===== src/rtl/muldiv_if.sv =====
`default_nettype none
// =============================================================================
// muldiv_if : operation request, HI/LO direct-write and result bundle
// Rev 1.0
// =============================================================================
interface muldiv_if #(
   parameter int DATA_SIZE = 32
);
   logic                 start;
   logic [1:0]           op;
   logic [DATA_SIZE-1:0] a;
   logic [DATA_SIZE-1:0] b;
   logic                 wr_hi;
   logic                 wr_lo;
   logic [DATA_SIZE-1:0] wdata;
   logic [DATA_SIZE-1:0] hi;
   logic [DATA_SIZE-1:0] lo;
   logic                 busy;
   logic                 done;
   logic                 div_by_zero;

   modport master (
      output start, op, a, b, wr_hi, wr_lo, wdata,
      input  hi, lo, busy, done, div_by_zero
   );

   modport slave (
      input  start, op, a, b, wr_hi, wr_lo, wdata,
      output hi, lo, busy, done, div_by_zero
   );
endinterface
`default_nettype wire


===== src/rtl/muldiv_unit.sv =====
`default_nettype none
// =============================================================================
// muldiv_unit : iterative radix-2 MULT/MULTU/DIV/DIVU unit owning HI/LO
// Rev 1.0
// =============================================================================
module muldiv_unit #(
   parameter int DATA_SIZE = 32
) (
   input  wire logic clk,
   input  wire logic rst,
   muldiv_if.slave   bus
);
   localparam int CNT_W = $clog2(DATA_SIZE + 1);

   typedef enum logic [1:0] {
      IDLE   = 2'd0,
      CALC   = 2'd1,
      FINISH = 2'd2
   } state_t;

   state_t                 state;
   state_t                 state_next;

   logic [1:0]             op_lat;
   logic [DATA_SIZE-1:0]   a_lat;
   logic [DATA_SIZE-1:0]   opnd;
   logic [2*DATA_SIZE-1:0] acc;
   logic [CNT_W-1:0]       count;
   logic                   neg_a;
   logic                   neg_b;
   logic                   zero_div;
   logic [DATA_SIZE-1:0]   hi_value;
   logic [DATA_SIZE-1:0]   lo_value;
   logic                   done_pulse;
   logic                   dz_flag;

   logic                   in_neg_a;
   logic                   in_neg_b;
   logic                   b_is_zero;
   logic [DATA_SIZE-1:0]   mag_a;
   logic [DATA_SIZE-1:0]   mag_b;

   logic [DATA_SIZE-1:0]   addend;
   logic [DATA_SIZE:0]     mul_sum;
   logic [2*DATA_SIZE-1:0] mul_step;
   logic [DATA_SIZE:0]     div_shift;
   logic [DATA_SIZE:0]     div_trial;
   logic                   div_fits;
   logic [DATA_SIZE-1:0]   div_rem;
   logic [2*DATA_SIZE-1:0] div_step;

   logic [2*DATA_SIZE-1:0] prod;
   logic [DATA_SIZE-1:0]   quot;
   logic [DATA_SIZE-1:0]   rem;
   logic [DATA_SIZE-1:0]   res_hi;
   logic [DATA_SIZE-1:0]   res_lo;

   // op[0]=0 selects the signed variants
   assign in_neg_a  = ~bus.op[0] & bus.a[DATA_SIZE-1];
   assign in_neg_b  = ~bus.op[0] & bus.b[DATA_SIZE-1];
   assign mag_a     = in_neg_a ? -bus.a : bus.a;
   assign mag_b     = in_neg_b ? -bus.b : bus.b;
   assign b_is_zero = (bus.b == '0);

   // Multiply: acc = {partial, multiplier}; add and shift right each cycle
   assign addend   = acc[0] ? opnd : '0;
   assign mul_sum  = {1'b0, acc[2*DATA_SIZE-1:DATA_SIZE]} + {1'b0, addend};
   assign mul_step = {mul_sum, acc[DATA_SIZE-1:1]};

   // Divide: acc = {remainder, dividend/quotient}; quotient bits shift in at LSB
   assign div_shift = {acc[2*DATA_SIZE-1:DATA_SIZE], acc[DATA_SIZE-1]};
   assign div_trial = div_shift - {1'b0, opnd};
   assign div_fits  = ~div_trial[DATA_SIZE];
   assign div_rem   = div_fits ? div_trial[DATA_SIZE-1:0] : div_shift[DATA_SIZE-1:0];
   assign div_step  = {div_rem, acc[DATA_SIZE-2:0], div_fits};

   assign prod = (neg_a ^ neg_b) ? -acc : acc;
   assign quot = (neg_a ^ neg_b) ? -acc[DATA_SIZE-1:0] : acc[DATA_SIZE-1:0];
   assign rem  = neg_a ? -acc[2*DATA_SIZE-1:DATA_SIZE] : acc[2*DATA_SIZE-1:DATA_SIZE];

   always_comb begin
      res_hi = prod[2*DATA_SIZE-1:DATA_SIZE];
      res_lo = prod[DATA_SIZE-1:0];
      if (zero_div) begin
         res_hi = a_lat;
         res_lo = '1;
      end else if (op_lat[1]) begin
         res_hi = rem;
         res_lo = quot;
      end
   end

   always_ff @(posedge clk or posedge rst) begin
      if (rst) begin
         state <= IDLE;
      end else begin
         state <= state_next;
      end
   end

   always_comb begin
      state_next = state;
      case (state)
         IDLE: begin
            if (bus.start) begin
               state_next = (bus.op[1] && b_is_zero) ? FINISH : CALC;
            end
         end
         CALC: begin
            if (count == CNT_W'(1)) begin
               state_next = FINISH;
            end
         end
         FINISH:  state_next = IDLE;
         default: state_next = IDLE;
      endcase
   end

   always_ff @(posedge clk or posedge rst) begin
      if (rst) begin
         op_lat     <= '0;
         a_lat      <= '0;
         opnd       <= '0;
         acc        <= '0;
         count      <= '0;
         neg_a      <= 1'b0;
         neg_b      <= 1'b0;
         zero_div   <= 1'b0;
         hi_value   <= '0;
         lo_value   <= '0;
         done_pulse <= 1'b0;
         dz_flag    <= 1'b0;
      end else begin
         done_pulse <= 1'b0;
         case (state)
            IDLE: begin
               if (bus.wr_hi) hi_value <= bus.wdata;
               if (bus.wr_lo) lo_value <= bus.wdata;
               if (bus.start) begin
                  op_lat   <= bus.op;
                  a_lat    <= bus.a;
                  neg_a    <= in_neg_a;
                  neg_b    <= in_neg_b;
                  count    <= CNT_W'(DATA_SIZE);
                  zero_div <= bus.op[1] && b_is_zero;
                  if (bus.op[1]) begin
                     acc  <= {{DATA_SIZE{1'b0}}, mag_a};
                     opnd <= mag_b;
                  end else begin
                     acc  <= {{DATA_SIZE{1'b0}}, mag_b};
                     opnd <= mag_a;
                  end
               end
            end
            CALC: begin
               count <= count - 1'b1;
               acc   <= op_lat[1] ? div_step : mul_step;
            end
            FINISH: begin
               hi_value   <= res_hi;
               lo_value   <= res_lo;
               done_pulse <= 1'b1;
               dz_flag    <= zero_div;
            end
            default: ;
         endcase
      end
   end

   assign bus.hi          = hi_value;
   assign bus.lo          = lo_value;
   assign bus.busy        = (state != IDLE);
   assign bus.done        = done_pulse;
   assign bus.div_by_zero = dz_flag;
endmodule
`default_nettype wire


===== src/flat_wrapper.sv =====
// flat-port wrapper written by rule: the top's interface ports become plain ports
module muldiv_unit_flat 
#(
   parameter int DATA_SIZE = 32
)
  (clk, rst, bus_start, bus_op, bus_a, bus_b, bus_wr_hi, bus_wr_lo, bus_wdata, bus_hi, bus_lo, bus_busy, bus_done, bus_div_by_zero);
  muldiv_if #(.DATA_SIZE(DATA_SIZE)) bus_i ();
  input  wire logic clk;
  input  wire logic rst;
  input wire logic [$bits(bus_i.start)-1:0] bus_start;
  input wire logic [$bits(bus_i.op)-1:0] bus_op;
  input wire logic [$bits(bus_i.a)-1:0] bus_a;
  input wire logic [$bits(bus_i.b)-1:0] bus_b;
  input wire logic [$bits(bus_i.wr_hi)-1:0] bus_wr_hi;
  input wire logic [$bits(bus_i.wr_lo)-1:0] bus_wr_lo;
  input wire logic [$bits(bus_i.wdata)-1:0] bus_wdata;
  output wire logic [$bits(bus_i.hi)-1:0] bus_hi;
  output wire logic [$bits(bus_i.lo)-1:0] bus_lo;
  output wire logic [$bits(bus_i.busy)-1:0] bus_busy;
  output wire logic [$bits(bus_i.done)-1:0] bus_done;
  output wire logic [$bits(bus_i.div_by_zero)-1:0] bus_div_by_zero;
  assign bus_i.start = bus_start;
  assign bus_i.op = bus_op;
  assign bus_i.a = bus_a;
  assign bus_i.b = bus_b;
  assign bus_i.wr_hi = bus_wr_hi;
  assign bus_i.wr_lo = bus_wr_lo;
  assign bus_i.wdata = bus_wdata;
  assign bus_hi = bus_i.hi;
  assign bus_lo = bus_i.lo;
  assign bus_busy = bus_i.busy;
  assign bus_done = bus_i.done;
  assign bus_div_by_zero = bus_i.div_by_zero;
  muldiv_unit #(.DATA_SIZE(DATA_SIZE)) u_core (.clk(clk), .rst(rst), .bus(bus_i));
endmodule

===== config.mk =====
export PLATFORM = sky130hd
export DESIGN_NAME = muldiv_unit_flat
export DESIGN_NICKNAME = d
export VERILOG_FILES = /design/src/rtl/muldiv_if.sv /design/src/rtl/muldiv_unit.sv /design/src/flat_wrapper.sv
export SDC_FILE = /design/constraint.sdc
export NUM_CORES = 1
export LEC_CHECK = 0
export ABC_AREA = 0
export BUFFER_PORTS_ARGS = -buffer_cell sky130_fd_sc_hd__buf_2
export CAP_MARGIN = 15
export CORE_UTILIZATION = 50
export DETAILED_ROUTE_END_ITERATION = 10
export PLACE_DENSITY = 0.77
export SETUP_SLACK_MARGIN = 0.05
export SYNTH_ARGS = -nofsm -noshare
export SYNTH_HDL_FRONTEND = slang
export SYNTH_SLANG_ARGS = --single-unit

===== constraint.sdc =====
create_clock -name clk -period 6.3 [get_ports clk]
set_clock_uncertainty 0.05 [all_clocks]
set_input_delay 0.945 -clock clk [delete_from_list [all_inputs] [get_ports clk]]
set_output_delay 0.945 -clock clk [all_outputs]
set_load 0.01 [all_outputs]

; ---- After elaboration in Yosys (flattened, before gate mapping)
; Cells that the tools add are included.
[word_totals]
regBits = 207
inputBits = 103
out_inout_bits = 67
wordCells = 71
[classes]
add_sub_neg = 8
n_eq_ne = 7
muxes = 27
bitwise = 5
reduce_logical = 11
[op_table]
columns = cell, count
row1 = $mux 32, 14
row2 = $mux 64, 3
row3 = $neg 32->32, 4
row4 = $pmux 32 s2, 2
row5 = $pmux 64 s2, 1
row6 = $neg 64->64, 1
row7 = $add 32x32->33, 1
row8 = $sub 33x32->33, 1
row9 = $logic_not 32->1, 1
row10 = $pmux 6 s2, 1
row11 = $reduce_and 2->1, 5
row12 = $eq 6x1->1 const B, 1
row13 = $mux 2, 3
row14 = $mux 6, 1
row15 = $ne 2x2->1 const B, 3
row16 = $reduce_bool 2->1, 3
row17 = $sub 6x1->6 const B, 1
row18 = $pmux 2 s2, 1
row19 = $and 1x1->1, 2
row20 = $eq 2x1->1 const B, 1
row21 = $eq 2x2->1 const B, 1
row22 = $logic_not 2->1, 1
row23 = $ne 2x1->1 const B, 1
row24 = $not 1->1, 2
row25 = 3 further kinds, 3

; ---- Logic depth before layout (Yosys ltp)
; Gate-level depths: netlist of run 1.
[logic_depth]
word_depth = 6
depth_mapped = 15
mapped_depth_nobuf = 14

; ---- Least setup slack after synthesis of run 1
; Ideal clock, no wire load.
[synth_path]
kind = register to register
from = register u_core.acc[0]
to = register u_core.acc[56]
setup_ns = 0.126
arrival_ns = 3.115
required_time_ns = 6.124
slack_ns = 3.009
stages_incl_launch_ff = 14
n_path_buf = 1
period_less_slack_ns = 3.291
cell_sequence = dfrtp_1 > inv_1 > clkbuf_1 > nor2_1 > ha_1 > and3_1 > a31o_2 > a31oi_1 > o2111a_1 > o21ai_0 > a22o_1 > a41oi_1 > xnor2_1 > a221o_1
[synth_between]
elab_chain_cells = 4
[synth_lines]
columns = item, line
row1 = start: declaration, muldiv_unit.sv:27  ; logic [2*DATA_SIZE-1:0] acc;
row2 = start signal: assignment, muldiv_unit.sv:147  ; acc <= {{DATA_SIZE{1'b0}}, mag_a};
row3 = start signal: assignment, muldiv_unit.sv:150  ; acc <= {{DATA_SIZE{1'b0}}, mag_b};
row4 = start signal: assignment, muldiv_unit.sv:157  ; acc <= op_lat[1] ? div_step : mul_step;
row5 = $mux 32, muldiv_unit.sv:66  ; assign addend = acc[0] ? opnd : '0;
row6 = $add 32x32->33, muldiv_unit.sv:67  ; assign mul_sum = {1'b0, acc[2*DATA_SIZE-1:DATA_SIZE]} + {1'b0, addend};
row7 = $mux 64, muldiv_unit.sv:157
row8 = $pmux 64 s2, muldiv_unit.sv:135  ; case (state)
; No other way between the ends.
; A chain may end at the register's enable or synchronous reset.

; ---- Worst setup path after layout of run 1
[layout_path]
from = register u_core.acc[31]
to = register u_core.acc[54]
[layout_between]
elab_chain_cells = 4
[layout_lines]
columns = item, line
row1 = $sub 33x32->33, muldiv_unit.sv:72  ; assign div_trial = div_shift - {1'b0, opnd};
row2 = $mux 32, muldiv_unit.sv:74  ; assign div_rem = div_fits ? div_trial[DATA_SIZE-1:0] : div_shift[DATA_SIZE-1:0];
row3 = $mux 64, muldiv_unit.sv:157
row4 = $pmux 64 s2, muldiv_unit.sv:135
; No other way between the ends.

==> results by stage, run 1 <==
Global route:
- The via count of the first global-routing pass is 15.1k.
- The pin count of the biggest net entering global routing is approximately 120.
- The initial antenna violation count is 2.
- Global routing used between 30% and 40% of the available tracks.
- The wire length of the first global-routing pass is approximately 90000 um.
- The global route total overflow is 0.

Placement:
- The number of port buffers is 169.
- At the end of routability-driven placement, the weighted congestion stood at slightly below 1.
- Before CTS, the worst setup slack after placement is between 2 and 2.5 ns.
- The post-DP HPWL is approximately 44000 um.

Clock network:
- The maximum level of the CTS H-tree is 1.
- The clock transition at the registers of the reported paths is 0.06 ns.
- Counting the buffers created by CTS gives 25.
- The later pin in the worst-skew pair is clocked with a latency of 0.55 ns.
- The number of gates given a new drive strength after cts is 0.
- Buffers inserted to repair hold after CTS numbered 0.
- The root buffer cell chosen for the clock tree is sky130_fd_sc_hd__clkbuf_16.
- The clock tree from TritonCTS is yes.
- In this run the post-CTS setup repair buffer count came out at 0.
- For this design, the sink count on the clock tree is 206.
- Counting along the longest clock path gives a buffer depth of 3.

Yosys:
- Synthesis inferred 206 register bits.
- Summed over its instances, the top area cell type makes up 32.1% of the synthesized netlist area.
- For this run, the number of Yosys warnings is 0.
- The net count after synthesis is 2226.
- The gate count of the mapped netlist is about 2.1k.
- For this run, the leading register cell type out of synthesis is sky130_fd_sc_hd__dfrtp_1.
- After synthesis, the mean cell area works out to 7.84 um2.
- The synthesized design spends more area on one cell type than any other, namely sky130_fd_sc_hd__dfrtp_1.
- The portion of the post-synthesis area used by sequential elements is 32.1%.
- Synthesis instantiated roughly 80 different standard cells from the library.
- By area the synthesized netlist is led by sky130_fd_sc_hd__dfrtp_1 (32%), sky130_fd_sc_hd__nand2_1 (6.1%), sky130_fd_sc_hd__o21ai_0 (5.9%).
- After synthesis the cells add up to 0.0161 mm2.
- The number of enable-type register cells in the synthesized netlist is 0.
- The share of synthesized registers carrying an async set or reset is 100%.

STA:
- The max-slew violation count was 0.
- The number of hold violations in the final report is 0.
- The fmax is 242 MHz.
- In the post-route analysis, the smallest setup slack over all paths is 2.18 ns.
- Measured against its own limit, the worst slew margin works out to 25.8%.
- Setup repair after global routing left no endpoint under its margin.
- The final setup TNS is 0 ns.
- Setup violations remaining at the end of the flow were counted as 0.
- At the pin with the least slew margin, the transition time is 1.11 ns.
- The smallest clock period supported by the final layout is computed as just over 4 ns.
- The ratio of final minimum period to clock period is between 60% and 70%.
- Hold is met by around 0.29 ns.

Floorplan:
- The total core area is 0.0316 mm2.
- The chip height is 181 um.
- The floorplan has 65 rows.
- Once the floorplan was initialized, standard cells occupied about half of the core.
- The die is 181 um wide.
- During I/O placement, the number of pins put on the boundary was 170.
- The die covers 0.0329 mm2.

Routing:
- The post-route antenna net violation count is 0.
- After detailed routing, the number of remaining DRC violations is 0.
- The overall via count from detail_route is 16.6k.
- After the first detailed-routing iteration, the DRC count stood at 1862.
- The average vias per placed instance is about 6.5.
- After detailed routing, the average wire length per cell comes to ~23 um.
- The final wirelength is between 50000 and 60000 um.
- The number of optimization iterations in the first detailed-route pass is 7.

Worst setup path:
- The startpoint type of the worst setup path is a flop.
- Counting stages on the worst path, the most repeated cell is sky130_fd_sc_hd__a21oi_1.
- The logic depth of the worst path, buffers included is 14.
- In this run the worst path has a maximum fanout of 53.
- The kind of cell with the highest combined delay along the critical path is compound AO/OA/AOI/OAI gates.
- Walking the worst path, the cells encountered are inv_1 -> ha_1 -> fa_1 -> nand2b_1 -> a21oi_1 -> o211ai_1 -> o21ai_1 -> a2111oi_4 -> xor2_4 -> buf_4 -> a41oi_1 -> a21oi_1 -> nor2_1 -> a221o_1.
- Data arrives at the worst endpoint at 4.51 ns.
- The worst setup path is captured at a flop.
- Among all stages on the critical path, the largest delay is contributed by sky130_fd_sc_hd__dfrtp_1.
- The internal reg-to-reg setup slack is 2.18 ns.
- The largest single stage delay on the critical path is 0.56 ns.
- The length in cells of the worst reg-to-reg path is 14.
- The critical path is of the reg -> reg type.
- At the worst endpoint, the required time is ~6.7 ns.
- Counting both buffers and inverters, the worst setup path holds a total of 2.

Hold path:
- The class of the worst hold path is in -> async.

Power:
- The net load switching power is 6.20 mW.
- The analysis attributes to cell leakage a power of 8.00 nW.
- Summing internal, switching and leakage power gives 12.0 mW.
- The share of total power dissipated in combinational logic is 63.0%.
- The worst IR drop on VDD is 0.438 mV.
- The sequential share of power is 24.2%.
- Cell internal power was estimated by the tool at 5.78 mW.
- Net switching is 51.7% of the power.
- The clock network accounts for 12.8% of the total power.
- In this run the power density over the cells is 666 mW/mm2.

Outcome:
- The run finished with clean final reports.

Finish:
- The number of nets at the end of the flow is roughly 2.3k.
- Relative to the synthesized area, the layout overhead comes to 11.9%.
- The ratio of cells with drive above 1 in the final layout is approximately 12%.

Run:
- Max-cap violations in this run came to 0.
registers in the layout, indices dropped and copies added (netlist names), 2 cells and up:
signal and flops:
u_core.bus.lo 32, u_core.a_lat 32, u_core.acc 64, u_core.state 2, u_core.bus.hi 32, u_core.count 6
u_core.opnd 32
routing by layer:
layer / wire, um / up-vias / GRT usage (%)
li1: - / 7548 / -
met1: 23900 / 7793 / 49.6
met2: 24800 / 1061 / 50.7
met3: 6880 / 160 / 6.95
met4: 3210 / 2 / 18.4
met5: 12 / - / 0
worst paths after layout:
kind,start,to
hold / removal,rst,u_core.acc[58]$_DFFE_PP0P_
max in group asynchronous,rst,u_core.acc[44]$_DFFE_PP0P_
hold reg to reg,u_core.count[4]$_DFFE_PP0P_,u_core.count[4]$_DFFE_PP0P_
setup / recovery,u_core.acc[31]$_DFFE_PP0P_,u_core.acc[54]$_DFFE_PP0P_
setup reg to reg,u_core.acc[31]$_DFFE_PP0P_,u_core.acc[54]$_DFFE_PP0P_
min in group clk,u_core.count[4]$_DFFE_PP0P_,u_core.count[4]$_DFFE_PP0P_
cells by family after synthesis:
family | share of synthesized area [%]
and+or+nand+nor | 19.0
AOI/OAI and AO/OA | 26.3
DFF | 32.1
buffers and inverters | 4.86
xor gates and xnor gates | 9.53
adders and majority gates | 5.70
muxes | 2.57
cell usage in the layout (no fill, tap or decap), types with 13 or more instances in the layout:
master / count
sky130_fd_sc_hd__buf_4: 18
sky130_fd_sc_hd__nand2_1: 262
sky130_fd_sc_hd__a211oi_1: 55
sky130_fd_sc_hd__buf_2: 169
sky130_fd_sc_hd__a21oi_1: 177
sky130_fd_sc_hd__nor2b_1: 16
sky130_fd_sc_hd__o21ai_0: 191
sky130_fd_sc_hd__mux2i_1: 39
sky130_fd_sc_hd__nand2b_1: 18
sky130_fd_sc_hd__a31oi_1: 29
sky130_fd_sc_hd__xnor2_1: 93
sky130_fd_sc_hd__nor3_1: 41
sky130_fd_sc_hd__ha_1: 70
sky130_fd_sc_hd__nor2_1: 213
sky130_fd_sc_hd__nand3_1: 28
sky130_fd_sc_hd__xor2_1: 79
sky130_fd_sc_hd__dfrtp_1: 205
sky130_fd_sc_hd__a21o_1: 25
sky130_fd_sc_hd__o211ai_1: 27
sky130_fd_sc_hd__nor4_1: 13
sky130_fd_sc_hd__o22ai_1: 39
sky130_fd_sc_hd__clkbuf_16: 25
sky130_fd_sc_hd__a22oi_1: 19
sky130_fd_sc_hd__inv_1: 68
sky130_fd_sc_hd__a222oi_1: 20
power by group through the flow:
stage / combinational (mW) / clock (mW) / sequential (mW)
6_report: 7.55 / 1.53 / 2.90
3_3_place_gp: 7.23 / 0 / 2.85
5_1_grt: 8.22 / 1.58 / 2.96
3_5_place_dp: 7.35 / 0 / 2.87
2_1_floorplan: 5.40 / 0 / 2.51
4_1_cts: 7.40 / 1.53 / 2.85
metrics by stage:
step	instances	util, %	cell area [um2]
2_1_floorplan	2051	-	16100
3_3_place_gp	2506	54.2	17100
3_5_place_dp	2506	54.2	17100
4_1_cts	2552	57.0	18000
5_1_grt	2554	57.0	18000
6_report	2555	57.0	18000
Yosys cell counts (13+ instances only):
library cell                 n
sky130_fd_sc_hd__a211oi_1   55
sky130_fd_sc_hd__a21o_1     25
sky130_fd_sc_hd__a21oi_1   177
sky130_fd_sc_hd__a222oi_1   20
sky130_fd_sc_hd__a22oi_1    19
sky130_fd_sc_hd__a31oi_1    29
sky130_fd_sc_hd__buf_1      13
sky130_fd_sc_hd__clkbuf_1  115
sky130_fd_sc_hd__dfrtp_1   206
sky130_fd_sc_hd__ha_1       70
sky130_fd_sc_hd__inv_1      69
sky130_fd_sc_hd__mux2i_1    39
sky130_fd_sc_hd__nand2_1   263
sky130_fd_sc_hd__nand2b_1   19
sky130_fd_sc_hd__nand3_1    28
sky130_fd_sc_hd__nor2_1    215
sky130_fd_sc_hd__nor2b_1    17
sky130_fd_sc_hd__nor3_1     41
sky130_fd_sc_hd__nor4_1     13
sky130_fd_sc_hd__o211ai_1   27
sky130_fd_sc_hd__o21ai_0   191
sky130_fd_sc_hd__o22ai_1    39
sky130_fd_sc_hd__xnor2_1    94
sky130_fd_sc_hd__xor2_1     79
area by class of cell:
class | instances | area, um2
antenna | 2 | 5.00
clock buffer | 35 | 703
clock inverter | 11 | 151
fill | 2983 | 13600
inverter | 69 | 263
multi-input combinational | 1641 | 10200
sequential | 206 | 5160
tap | 402 | 503
timing repair buffer | 189 | 1020
(Power assumes the default switching activity.)
==> run 2: changes to the inputs <==
--- a/config.mk
+++ b/config.mk
@@ -10,7 +10,7 @@
 export CAP_MARGIN = 15
 export CORE_UTILIZATION = 50
 export DETAILED_ROUTE_END_ITERATION = 10
-export PLACE_DENSITY = 0.77
+export PLACE_DENSITY = 0.75
 export SETUP_SLACK_MARGIN = 0.05
 export SYNTH_ARGS = -nofsm -noshare
 export SYNTH_HDL_FRONTEND = slang
==> constraint.sdc (replaced) <==
create_clock -name clk -period 3.8 [get_ports clk]
set_clock_uncertainty 0.05 [all_clocks]
set_input_delay 0.57 -clock clk [delete_from_list [all_inputs] [get_ports clk]]
set_output_delay 0.57 -clock clk [all_outputs]
set_load 0.01 [all_outputs]
==> results by stage, run 2 (synthesis results as in run 1) <==
Hold path:
- The class of the worst hold path is in -> async.

Worst setup path:
- The endpoint class of the critical path is a flop.
- STA puts the critical path data arrival time at 3.97 ns.
- The required time of the worst setup path is roughly 4.2 ns.
- The maximum fanout encountered on the critical timing path is 11.
- The internal reg-to-reg setup slack is around 0.21 ns.
- The length in cells of the worst reg-to-reg path is 13.
- In this run the critical register-to-register path is launched from u_core.acc[0]$_DFFE_PP0P_.
- The worst setup path is launched from a flop.
- The critical setup path kind is reg -> reg.
- The worst register-to-register path ends at u_core.acc[56]$_DFFE_PP0P_.

Routing:
- The first routing iteration left approximately 2.3k violations.
- The routed layout has 17.0k vias.
- The number of optimization iterations in the first detailed-route pass is 8.
- The average vias per placed instance is 6.46.
- The count of nets left with antenna violations once routing finished came out at 0.
- For this run, design rule violations remaining after detail routing come to 0.
- The final wirelength is ~60000 um.
- Dividing the detail-routed wire length by the instance count gives 23.0 um.

Finish:
- After routing the design area is 0.0186 mm2.
- Cells with a size suffix above 1 make up 15.2% of the layout.
- The post-synthesis to final-layout area growth is 15.8%.
- Leaving out fill and tap cells, the most frequent cells in the layout are sky130_fd_sc_hd__nand2_1 (262), sky130_fd_sc_hd__nor2_1 (214), sky130_fd_sc_hd__dfrtp_1 (205).
- The register with the most flip-flops in the layout has 64 of them.
- The final layout contains 2377 nets.
- The most common cell after layout, fill and taps aside is sky130_fd_sc_hd__nand2_1.
- The largest register by flop count is u_core.acc.

Run:
- The number of max-cap violations is 0.

STA:
- The fmax is between 200 and 300 MHz.
- In the post-route analysis, the smallest setup slack over all paths is 0.213 ns.
- The max-slew violation count is 0.
- The number of hold violations in the final report is 0.
- Setup repair after global routing left no endpoint under its margin.
- For the finished layout, the period the worst path requires is 3.59 ns.
- The setup-violating endpoint count in the final report is 0.
- On the final layout, the worst hold slack is 0.103 ns.
- The final setup TNS is 0 ns.
- The worst path uses 94.4% of the clock period.
- The tightest slew margin relative to the limit is 34.6%.
- The transition time at the pin with the least slew margin is 0.981 ns.

Clock network:
- The largest buffer count on any clock path is 3.
- The clock tree from TritonCTS is yes.
- The cell chosen for the clock root is sky130_fd_sc_hd__clkbuf_16.
- CTS saw 206 sinks.
- The number of hold buffers added after CTS was 0.
- The clock transition at the registers of the reported paths is 0.06 ns.
- The maximum level of the CTS H-tree is 1.
- The clock latency on the worst-skew pair is between 0.5 and 0.6 ns.
- The number of buffers added by the clock tree synthesis step is 25.

Floorplan:
- The cell row count is 65.
- The die is 181 um tall.
- The starting density of the core is 50.9%.
- The number of top-level pins is 170.
- The floorplan step set the die width to approximately 180 um.
- The die covers around 0.033 mm2.
- After floorplanning, the core was sized to cover roughly 0.032 mm2.

Outcome:
- The run finished with clean final reports.

Power:
- The areal power density over the cells is 1120 mW/mm2.
- The worst IR drop on VDD is about 0.65 mV.
- In this run the static leakage power is 8.37 nW.

Placement:
- The count of buffers added on input and output ports is 169.
- Summing all placed instances gives a cell area of 0.0176 mm2.
- The global placer's final weighted congestion is 0.989.
- The post-DP HPWL is 46100 um.
- Timing analysis after detailed placement gives a worst setup slack of 0.247 ns.

Global route:
- The initial antenna violation count is 1.
- The via count of the first global-routing pass came to 15.2k.
- The global route total overflow is 0.
- For met2 alone, demand over resource in global routing was a little over half.
- Entering global routing, the biggest net connects 79 pins.
- The global-route layer with the greatest usage is met2.
- The first global-routing pass estimated 91900 um of wire.
- The met3 routing resource usage after global routing is under 10%.
- For this run, global-route usage on met1 was measured as ~52%.
- In the global route stage, overall resource usage came out at 36.1%.
-- run 2: timing repair --
item                       CTS  global route
resized for setup            0             2
setup endpoints to repair    0            11
setup buffers                0             6
-- run 2: layer usage --
layer | routed length, um | part of all wire (%)
met5 | 0 | 0
met4 | 3470 | 5.8
met3 | 6650 | 11
met2 | 25400 | 42
met1 | 24800 | 41
-- run 2: worst max path at each step --
stage,from,endpoint,slack [ns]
floorplan,rst,u_core.a_lat[0]$_DFFE_PP0P_,0.51
global placement,u_core.acc[36]$_DFFE_PP0P_,u_core.acc[56]$_DFFE_PP0P_,0.28
detailed placement,u_core.acc[36]$_DFFE_PP0P_,u_core.acc[56]$_DFFE_PP0P_,0.25
CTS,u_core.acc[36]$_DFFE_PP0P_,u_core.acc[56]$_DFFE_PP0P_,0.22
global route,u_core.acc[0]$_DFFE_PP0P_,u_core.acc[56]$_DFFE_PP0P_,0.02
finish,u_core.acc[0]$_DFFE_PP0P_,u_core.acc[56]$_DFFE_PP0P_,0.21
-- run 2: metrics by stage --
stage                     power [mW]  util, %  cells
final                           20.8     59.0   2624
after global routing            22.1     59.0   2624
after CTS                       20.3     58.8   2616
after detailed placement        17.5     55.8   2570
after global placement          17.3     55.8   2570
after floorplan                 13.1        -   2051
-- run 2: final cells by class --
type,instances,area (um2)
inverters,69,267
repair buffers,259,1560
clock buffers,32,692
multi-input cells,1641,10200
fillers,2887,12900
diodes,1,2.50
flip-flops and latches,206,5160
clock inverters,14,243
well taps,402,503
-- run 2: power breakdown --
group          switching (mW)  internal [mW]  total [mW]
registers                1.19           3.29        4.48
logic                    8.28           5.29        13.6
clock network            1.03           1.70        2.74
-- run 2: critical path: stages, from the launching register on --
cell and delay [ns]:
sky130_fd_sc_hd__dfrtp_1 0.43, sky130_fd_sc_hd__clkinvlp_4 0.28, sky130_fd_sc_hd__nor2_1 0.16, sky130_fd_sc_hd__ha_1 0.28
sky130_fd_sc_hd__o21ai_0 0.17, sky130_fd_sc_hd__nor2_1 0.08, sky130_fd_sc_hd__o21a_1 0.23, sky130_fd_sc_hd__a31oi_1 0.33
sky130_fd_sc_hd__o2111a_1 0.27, sky130_fd_sc_hd__o21ai_0 0.17, sky130_fd_sc_hd__a22o_1 0.33, sky130_fd_sc_hd__a41oi_1 0.28
sky130_fd_sc_hd__xnor2_1 0.10, sky130_fd_sc_hd__a221o_1 0.32
